[src/rtl/simon_rr_scheduler.sv]
// simon_rr_scheduler: round-robin front end that shares a single Simon
// encryption core between NREQ requesters. It arbitrates, latches the
// winning operands, pulses core_en once, detects the rising edge of
// core_done and returns the ciphertext to the winning requester.
// Optional feature: define SIMON_SCHED_TIMEOUT_EN to add a WAIT-state
// watchdog that answers with rsp_err=1 and rsp_ct=0 after TMO cycles.
module simon_rr_scheduler #(
    parameter int N    = 16,
    parameter int M    = 4,
    parameter int NREQ = 2,
    parameter int TMO  = 255
) (
    input  logic                  clk,
    input  logic                  rst,
    input  logic [NREQ-1:0]       req_valid,
    input  logic [NREQ*2*N-1:0]   req_pt,
    input  logic [NREQ*N*M-1:0]   req_key,
    output logic [NREQ-1:0]       req_ready,
    output logic [NREQ-1:0]       rsp_valid,
    input  logic [NREQ-1:0]       rsp_ready,
    output logic [2*N-1:0]        rsp_ct,
    output logic                  rsp_err,
    output logic                  core_en,
    output logic [2*N-1:0]        core_pt,
    output logic [N*M-1:0]        core_key,
    input  logic [2*N-1:0]        core_ct,
    input  logic                  core_done,
    output logic                  busy
);

    localparam int IW = (NREQ > 2) ? 2 : 1;

    typedef enum logic [1:0] {
        IDLE,
        ISSUE,
        WAIT,
        RESP
    } state_t;

    state_t        state;
    state_t        state_nxt;
    logic [IW-1:0] gp;
    logic [IW-1:0] id;
    logic [IW-1:0] winner;
    logic [IW-1:0] sel;
    int            idx;
    logic          found;
    logic          accept;
    logic          done_q;
    logic          completion;
    logic          handshake;
    logic          timeout;

    // Round-robin scan starting just after the last granted requester
    always_comb begin
        winner = '0;
        found  = 1'b0;
        idx    = 0;
        sel    = '0;
        for (int k = 1; k <= NREQ; k++) begin
            idx = int'(gp) + k;
            if (idx >= NREQ) begin
                idx = idx - NREQ;
            end
            sel = IW'(idx);
            if (!found && req_valid[sel]) begin
                found  = 1'b1;
                winner = sel;
            end
        end
    end

    assign accept     = (state == IDLE) && found && rst;
    assign req_ready  = accept ? (NREQ'(1) << winner) : '0;
    assign rsp_valid  = (state == RESP) ? (NREQ'(1) << id) : '0;
    assign core_en    = (state == ISSUE);
    assign busy       = (state != IDLE);
    assign completion = !done_q && core_done;
    assign handshake  = (state == RESP) && rsp_ready[id];

`ifdef SIMON_SCHED_TIMEOUT_EN
    logic [7:0] tmo_cnt;

    assign timeout = (state == WAIT) && !completion && (tmo_cnt == 8'(TMO - 1));

    // Watchdog counter: restarts while issuing, counts every WAIT cycle
    always_ff @(posedge clk) begin
        if (!rst) begin
            tmo_cnt <= '0;
        end else if (state == ISSUE) begin
            tmo_cnt <= '0;
        end else if (state == WAIT) begin
            tmo_cnt <= tmo_cnt + 8'd1;
        end
    end

    // Error flag set by a watchdog expiry and held until the response is taken
    always_ff @(posedge clk) begin
        if (!rst) begin
            rsp_err <= 1'b0;
        end else if (timeout) begin
            rsp_err <= 1'b1;
        end else if (handshake) begin
            rsp_err <= 1'b0;
        end
    end
`else
    assign timeout = 1'b0;
    assign rsp_err = 1'b0;
`endif

    // State register; reset drops any job in flight without a response
    always_ff @(posedge clk) begin
        if (!rst) begin
            state <= IDLE;
        end else begin
            state <= state_nxt;
        end
    end

    // Next-state logic for the accept/issue/wait/respond sequence
    always_comb begin
        state_nxt = state;
        case (state)
            IDLE:    if (accept) state_nxt = ISSUE;
            ISSUE:   state_nxt = WAIT;
            WAIT:    if (completion || timeout) state_nxt = RESP;
            RESP:    if (handshake) state_nxt = IDLE;
            default: state_nxt = IDLE;
        endcase
    end

    // Operand latch, grant bookkeeping, done edge history and result capture
    always_ff @(posedge clk) begin
        if (!rst) begin
            gp       <= IW'(NREQ - 1);
            id       <= '0;
            core_pt  <= '0;
            core_key <= '0;
            rsp_ct   <= '0;
            done_q   <= 1'b0;
        end else begin
            done_q <= core_done;
            if (accept) begin
                core_pt  <= req_pt[int'(winner)*2*N +: 2*N];
                core_key <= req_key[int'(winner)*N*M +: N*M];
                id       <= winner;
                gp       <= winner;
            end
            if ((state == WAIT) && completion) begin
                rsp_ct <= core_ct;
            end else if (timeout) begin
                rsp_ct <= '0;
            end
        end
    end

endmodule

[config.mk]
export PLATFORM = sky130hd
export DESIGN_NAME = simon_rr_scheduler
export DESIGN_NICKNAME = d
export VERILOG_FILES = /design/src/rtl/simon_rr_scheduler.sv
export SDC_FILE = /design/constraint.sdc
export NUM_CORES = 1
export LEC_CHECK = 0
export ABC_AREA = 1
export BUFFER_PORTS_ARGS = -buffer_cell sky130_fd_sc_hd__buf_2
export CAP_MARGIN = 25
export CORE_AREA = 2 2 143 145
export DETAILED_ROUTE_END_ITERATION = 8
export DIE_AREA = 0 0 145 147
export GPL_TIMING_DRIVEN = 0
export PLACE_DENSITY = 0.67
export SLEW_MARGIN = 20
export SYNTH_ARGS = -nofsm -noshare
export SYNTH_HDL_FRONTEND = slang
export SYNTH_SLANG_ARGS = --single-unit
[constraint.sdc]
create_clock -name clk -period 1.5 [get_ports clk]
set_clock_uncertainty 0.1 [all_clocks]
set_input_delay 0.225 -clock clk [delete_from_list [all_inputs] [get_ports clk]]
set_output_delay 0.225 -clock clk [all_outputs]
set_load 0.05 [all_outputs]
=== Yosys cells after proc, flatten, opt, wreduce, memory -nomap -nowiden ===
Index checks and enable logic that the tools add are counted.
Widths: inputs -> output; s select.

* Add/sub/neg operators: 4
* Magnitude comparators: 5
* Eq/ne operators: 6
* Shift-type cells: 4
* Mux-type cells: 18
* Reductions and logical operators: 11

{| class="wikitable"
|+ Operator list
! cell !! number
|-
| $shiftx 128x8->64 || 1
|-
| $shiftx 64x7->32 || 1
|-
| $mux 1 || 12
|-
| $mux 2 || 5
|-
| $pmux 2 s4 || 1
|-
| $logic_and 1x1->1 || 6
|-
| $lt 1x2->1 const B || 3
|-
| $ne 2x2->1 const B || 3
|-
| $eq 2x2->1 const B || 2
|-
| $shl 1x1->2 const A || 2
|-
| $add 1x2->3 const B || 1
|-
| $ge 3x2->1 const B || 1
|-
| $reduce_and 3->1 || 1
|-
| $add 1x1->2 const B || 1
|-
| $eq 2x1->1 const B || 1
|-
| $ge 2x2->1 const B || 1
|-
| $logic_not 1->1 || 2
|-
| $logic_not 2->1 || 1
|-
| $reduce_bool 2->1 || 1
|-
| $sub 1x1->1 const B || 2
|}

* Bits in registers: 133
* Input bits: 231
* Output and inout bits: 135
* Word-level logic and storage cells: 55

=== Longest topological paths before layout ===
Gate-level depths: netlist of the first run.

* Word-level depth: 13
* Mapped depth: 10
* Gate-level depth less buffers: 8

=== Worst setup path before layout of the first run ===
No wires, ideal clock.

* Path kind: register to register
* From: register state[0]
* To: register id
* Setup time: 0.154 ns
* Arrival time: 2.006 ns
* Data required time: 1.246 ns
* Path slack: -0.761 ns
* Stages on the path, launching flop included: 9
* Path buffers: 1
* Clock period less this slack: 2.261 ns
* Cell sequence: dfxtp_1 inv_1 ha_1 inv_1 nor2_4 nand2_4 buf_4 nor2_1 nor2_1

* Cells in the longest elaborated chain, start to end: 3

{| class="wikitable"
|+ RTL lines
! item !! RTL line !! text
|-
| from (decl) || 40 || <nowiki>state_t state;</nowiki>
|-
| from (signal assigned) || 117 || <nowiki>state <= state_nxt;</nowiki>
|-
| $logic_not 2->1 || 73 || <nowiki>assign accept = (state == IDLE) && found && rst;</nowiki>
|-
| $logic_and 1x1->1 (2 in series) || 73 ||
|-
| to (signal assigned) || 147 || <nowiki>id <= winner;</nowiki>
|-
| to (decl) || 43 || <nowiki>logic [IW-1:0] id;</nowiki>
|}

No other way between the ends.
A chain may end at the register's enable or synchronous reset.

=== Worst setup path in the final report of the first run ===
* From: register state[1]
* To: output port req_ready[1]

* Cells in the longest elaborated chain, start to end: 4

{| class="wikitable"
|+ RTL lines
! item !! RTL line !! text
|-
| $logic_not 2->1 || 73 ||
|-
| $logic_and 1x1->1 (2 in series) || 73 ||
|-
| $mux 2 || 74 || <nowiki>assign req_ready = accept ? (NREQ'(1) << winner) : '0;</nowiki>
|-
| to (decl) || 18 || <nowiki>output logic [NREQ-1:0] req_ready,</nowiki>
|}

No other way between the ends.

==> results of run 1 <==
==> critical path, cell delays in order (launching register included) <==
cell        delay, ns
dfxtp_2          0.34
inv_2            0.08
ha_4             0.14
clkinvlp_4       0.09
nor2_4           0.15
nand2_8          0.10
inv_8            0.07
buf_12           0.09
buf_8            0.09
nand2_4          0.05
clkinvlp_4       0.07
buf_8            0.14
==> per-stage QoR <==
step	utilization (%)	cells	setup slack, ns
after CTS	49.21	1636	-0.7085
after detailed placement	41.19	1555	-0.7461
after global placement	41.19	1555	-0.7117
after floorplan	-	921	-0.4864
final	53.22	1648	-0.6663
after global routing	53.20	1647	-0.7476
==> flip-flops by register name, summed over array words and instances, names as in the netlist <==
name / count
id: 1
done_q: 1
gp: 1
core_pt: 32
core_key: 64
state: 2
rsp_ct: 32
==> logic make-up (layout without fill, tap and decap cells) <==
logic type	Yosys count	after routing	share of synthesized area, %
AO/OA/AOI/OAI	163	163	13.72
adder cells (fa/ha/maj)	5	5	1.049
buffers and inverters	108	563	7.868
flip-flops	133	133	44.65
other	1	2	0.06289
AND/OR/NAND/NOR	511	512	32.65
==> final cells by class <==
class	count	share of cell area (%)
Multi-Input combinational cell	681	34.18
Sequential cell	133	25.24
Timing Repair Buffer	424	24.75
Buffer	60	4.597
Clock buffer	18	4.159
Tap cell	270	3.199
Clock inverter	14	2.014
Inverter	47	1.836
Antenna cell	1	0.02370
==> final timing paths <==
check / start / to / slack, ns
worst max-delay path: state[1] / req_ready[1] / -0.67
worst min-delay path: core_ct[6] / rsp_ct[6] / 0.007
worst max register to register: state[1] / core_key[26] / -0.37
worst min register to register: rsp_ct[8] / rsp_ct[8] / 0.34
==> synthesized netlist by cell type <==
cell	instances
nand2_1	493
dfxtp_1	133
a21oi_1	129
inv_1	44
clkbuf_1	34
o21ai_0	30
buf_2	18
nor2_1	9
buf_4	5
ha_1	5
buf_6	3
nand3_1	3
o21ai_1	3
inv_2	2
nand4_1	2
buf_1	1
clkinv_1	1
conb_1	1
nand2_2	1
nand2_4	1
nor2_2	1
nor2_4	1
o21bai_1	1
==> where the power goes <==
group / internal [uW] / total [uW] / switching [uW]
Clock: 2890 / 4700 / 1800
Combinational: 2520 / 7130 / 4610
Sequential: 4090 / 4390 / 298
==> timing repair <==
item,4_1_cts,5_1_grt
gates cloned,7,7
hold buffers,25,1
resized for setup,111,225
pin swaps,13,68
buffers inserted,18,13
endpoints found under the setup margin,136,133
endpoints found under the hold margin,25,1
==> metal layers <==
| layer | wire, um | GRT usage [%] | up-vias | part of all wire [%] |
|---|---|---|---|---|
| met5 | 0 | 0 | - | 0 |
| met4 | 486 | 6.436 | 0 | 2.0 |
| met3 | 1442 | 5.807 | 33 | 5.9 |
| met2 | 12280 | 38.55 | 266 | 50 |
| met1 | 10380 | 25.05 | 3403 | 42 |
| li1 | - | - | 3747 | - |
==> impl_metrics.tcl, run 1 <==
set metrics [dict create \
    outcome "complete, but fails checks" \
    violations "setup timing" \
    setup_violations 104 \
    drv_slew 0 \
    clk_latency_ns 0.41 \
    cp.arrival_ns 1.84 \
    rsz0062_at_grt "true" \
    cp.required_ns 1.17 \
    rows 52 \
    numCtsBuffers 17 \
    hold_ws_ns 0.007182 \
    drtIter0Drc 277 \
    synthCells 921 \
    die_width_um 145 \
    synth_seq_area_share_pct 44.65 \
    grt_max_degree 17 \
    die_area_mm2 0.02132 \
    overflow 0 \
    tns_ns -30.11 \
    fin_nets 1600 \
    rr_worst_depth 12 \
    fillers 1849 \
    seq_area_mm2 0.002665 \
    cts_max_level 4 \
    max-cap-violations 0 \
    hold_viol 0 \
    cts_buffer_depth 2 \
    area_growth_pct 77.09 \
    portBuffers 364 \
    worst_slack_ns -0.6663 \
    first_pass_iters 6 \
    grt_first_pass_wirelength_um 36210 \
    io_pins 366 \
    wl_um 24590 \
    syn-num-nets 1157 \
    synth_area_leader_cell "dfxtp_1" \
    ys_types 23 \
    tightest_slew_ns 0.9364 \
    startpoint_type "flip-flop" \
    vias_per_cell 4.520 \
    vias 7449 \
    multi_input_area_mm2 0.003610 \
    root_buffer "clkbuf_16" \
    avgSynthCellArea_um2 6.475 \
    initial_utilization_pct 30.05 \
    fin_area_mm2 0.01056 \
    yosys_register_bits 133 \
    finalPower_uw 16210 \
    final_cell_mix "nand2_1, buf_2, dfxtp_1" \
    leakagePower_uw 0.005471 \
    holdPathStages 3 \
    finalWeightedCongestion 0.8406 \
    clk_pin_slew_ns 0.07 \
    max_freq_ghz 0.4616 \
    ys_warn_count 0 \
    antenna_found_initial 0 \
    core_area_mm2 0.01984 \
    post-route-period-util_pct 144.4 \
    clock-sinks 133 \
    postPlaceCellArea_mm2 0.008174 \
    grt_pass1_vias 7149 \
    layout_commonest_cell "nand2_1" \
    min_path_type "in -> reg" \
    dieHeight_um 147 \
    drc 0 \
    synthTopCellsByArea "dfxtp_1, nand2_1, a21oi_1, inv_1, o21ai_0" \
    end_kind "output pin" \
    relSlewSlack_pct 37.57 \
    drtAntennaViolNets 0 \
    layout-drive-gt1-share_pct 45.61 \
    grt_util_all_layers_pct 21.48 \
    peakVddDrop_mv 0.7956 \
    cp_max_fo 4 \
    netlist.area_leader.share_pct 44.65 \
    period_needed_ns 2.166 \
    crit_type "reg -> out" \
    synth_area_mm2 0.005963 \
    dp.final_hpwl_um 16620 \
    powerDensity_mw_per_mm2 1535 \
    wl_per_cell_um 14.92 \
    cts_tree "built" \
]
Power figures use the tool's default switching activity.
==> run 2, diff against run 1 <==
--- a/config.mk
+++ b/config.mk
@@ -8,11 +8,12 @@
 export ABC_AREA = 1
 export BUFFER_PORTS_ARGS = -buffer_cell sky130_fd_sc_hd__buf_2
 export CAP_MARGIN = 25
-export CORE_AREA = 2 2 143 145
+export CORE_AREA = 2 2 141 143
+export CTS_BUF_LIST = sky130_fd_sc_hd__clkbuf_4
 export DETAILED_ROUTE_END_ITERATION = 8
-export DIE_AREA = 0 0 145 147
+export DIE_AREA = 0 0 143 145
 export GPL_TIMING_DRIVEN = 0
-export PLACE_DENSITY = 0.67
+export PLACE_DENSITY = 0.68
 export SLEW_MARGIN = 20
 export SYNTH_ARGS = -nofsm -noshare
 export SYNTH_HDL_FRONTEND = slang
==> run 2 against run 1 <==
Compared with the run above: the run still ends with setup timing left; global-route usage is 4.9 points higher; register-to-register slack worse by 0.35 ns; power decreased by 8.6%; core utilization increased by 12 points; clock power decreased by 50%; fmax is 5.1% lower; routed wire length is 24% higher; critical path depth stayed put; cell area up 19%; largest power group unchanged.
==> impl_metrics.tcl, run 2 (synthesis results as in run 1) <==
set metrics [dict create \
    rr_worst_depth 13 \
    cpMostUsedCell "buf_8" \
    finalWeightedCongestion 0.8085 \
    vias 8860 \
    end_kind "output pin" \
    fin_nets 1816 \
    crit_chain "inv_4, ha_4, clkinvlp_4, nor2_4, nand2_8, clkinv_8, buf_8, buf_8, nand2_4, clkinvlp_4, buf_8" \
    powerDensity_mw_per_mm2 1178 \
    violations "setup timing" \
    dp_slack_ns -0.6248 \
    startpoint_type "flip-flop" \
    largest_reg_flops 64 \
    reg_top3 "core_key (64), core_pt (32), rsp_ct (32)" \
    setup_violations 107 \
    place_inst 1550 \
    rrSetupSlack_ns -0.72 \
    peakVddDrop_mv 0.5279 \
    post-route-period-util_pct 152.2 \
    worstReg2RegEnd "core_key[42]" \
    period_needed_ns 2.283 \
    antenna_found_initial 2 \
    clk_pin_slew_ns 0.12 \
    cts_tree "built" \
    wl_per_cell_um 16.38 \
    worst_slack_ns -0.7830 \
    wl_um 30470 \
    io_pins 366 \
    max-cap-violations 0 \
    utilization_pct 65.49 \
    seq_area_mm2 0.002731 \
    rows 51 \
    die_area_mm2 0.02074 \
    grt_max_degree 17 \
    fillers 1446 \
    relSlewSlack_pct 53.75 \
    cp.arrival_ns 1.96 \
    dp.final_hpwl_um 16450 \
    hold_end "rsp_ct[2]" \
    final_cell_mix "nand2_1, buf_2, dlygate4sd3_1" \
    portBuffers 364 \
    regMostFlops "core_key" \
    die_width_um 143 \
    drv_slew 0 \
    max_freq_ghz 0.4380 \
    leakagePower_uw 0.005998 \
    drc 0 \
    outcome "complete, but fails checks" \
    cts_buffer_depth 2 \
    grt_first_pass_wirelength_um 42740 \
    r2r-start "state[0]" \
    numCtsBuffers 17 \
    hold_ws_ns 0.1012 \
    hp-start "rst" \
    crit_type "reg -> out" \
    initial_utilization_pct 31.05 \
    min_path_type "in -> reg" \
    drtIter0Drc 366 \
    layout_commonest_cell "nand2_1" \
    layout-drive-gt1-share_pct 36.66 \
    hold_viol 0 \
    tightest_slew_ns 0.6938 \
    overflow 0 \
    holdPathStages 4 \
    core_area_mm2 0.01921 \
    vias_per_cell 4.763 \
    multi_input_area_mm2 0.003057 \
    dieHeight_um 145 \
    rsz0062_at_grt "true" \
    drtAntennaViolNets 0 \
    crit_slowest_cell "dfxtp_4" \
    grt_util_all_layers_pct 26.38 \
    clock-sinks 133 \
    grt_pass1_vias 8606 \
    cts_max_level 4 \
    cp_max_fo 3 \
    max_stage_delay_ns 0.38 \
    root_buffer "clkbuf_4" \
    area_growth_pct 110.9 \
    stdcell_count 1860 \
    clk_latency_ns 0.54 \
    first_pass_iters 7 \
    cp.required_ns 1.17 \
]
## run 2: cell types whose count changed in the layout (fill, tap and decap cells not counted), moves of 41 or more
cell           delta
a21oi_1          +56
a21oi_2          -56
buf_2           -124
buf_4            +41
buf_6            +98
dfxtp_1          -49
dfxtp_2          +47
dlygate4sd3_1   +200
nand2_1          +55
nand2_4          -46
## run 2: layout make-up
cell class / count / share of cell area [%]
sequential: 133 / 21.71
inverter: 47 / 1.641
clock inverter: 13 / 0.9848
timing repair buffer: 641 / 43.40
multi-input combinational: 680 / 24.30
buffer: 60 / 4.148
tap: 265 / 2.636
clock buffer: 19 / 1.134
antenna: 2 / 0.03979
## run 2: worst max-delay path by stage
stage / start / to / slack, ns
floorplan: state[1] / req_ready[1] / -0.49
global placement: state[1] / req_ready[1] / -0.61
detailed placement: state[1] / req_ready[1] / -0.62
CTS: state[0] / req_ready[1] / -0.87
global route: state[0] / req_ready[1] / -0.89
finish: state[0] / req_ready[1] / -0.78
## run 2: timing repair
action                                  in CTS  in global routing
gates cloned                                 7                  5
setup buffers                               36                  8
endpoints found under the hold margin      131                  0
gates resized for setup                    254                193
hold buffers                               226                  0
endpoints found under the setup margin     264                227
pin swaps                                    6                  6
## run 2: through the flow
step	power, uW	TNS [ns]	instance area [um^2]
global route	15510	-53.86	12580
detailed placement	9657	-36.46	8168
global placement	9610	-34.58	8168
CTS	13970	-39.54	11890
finish	14820	-45.55	12580
floorplan	8165	-19.26	6015
## run 2: routing by layer
layer / up-vias / track usage (%) / share of wire [%]
met1: 4021 / 28.19 / 37
met2: 499 / 45.31 / 49
met5: - / 0 / 0
met3: 148 / 7.261 / 8.4
met4: 0 / 16.73 / 6.4
li1: 4192 / - / -
## run 2: where the power goes
group	switching, uW	internal (uW)	leakage [uW]
clock network	1490	879	0.000140
logic	4500	3400	0.00475
registers	414	4140	0.00111
total	6400	8420	0.00600
## run 2: critical path: cells and delay by family (launching register included)
family,cells,cell delay (ns)
simple gates,3,0.29
flops,1,0.38
buf+inv,7,0.61
fa+ha+maj,1,0.13
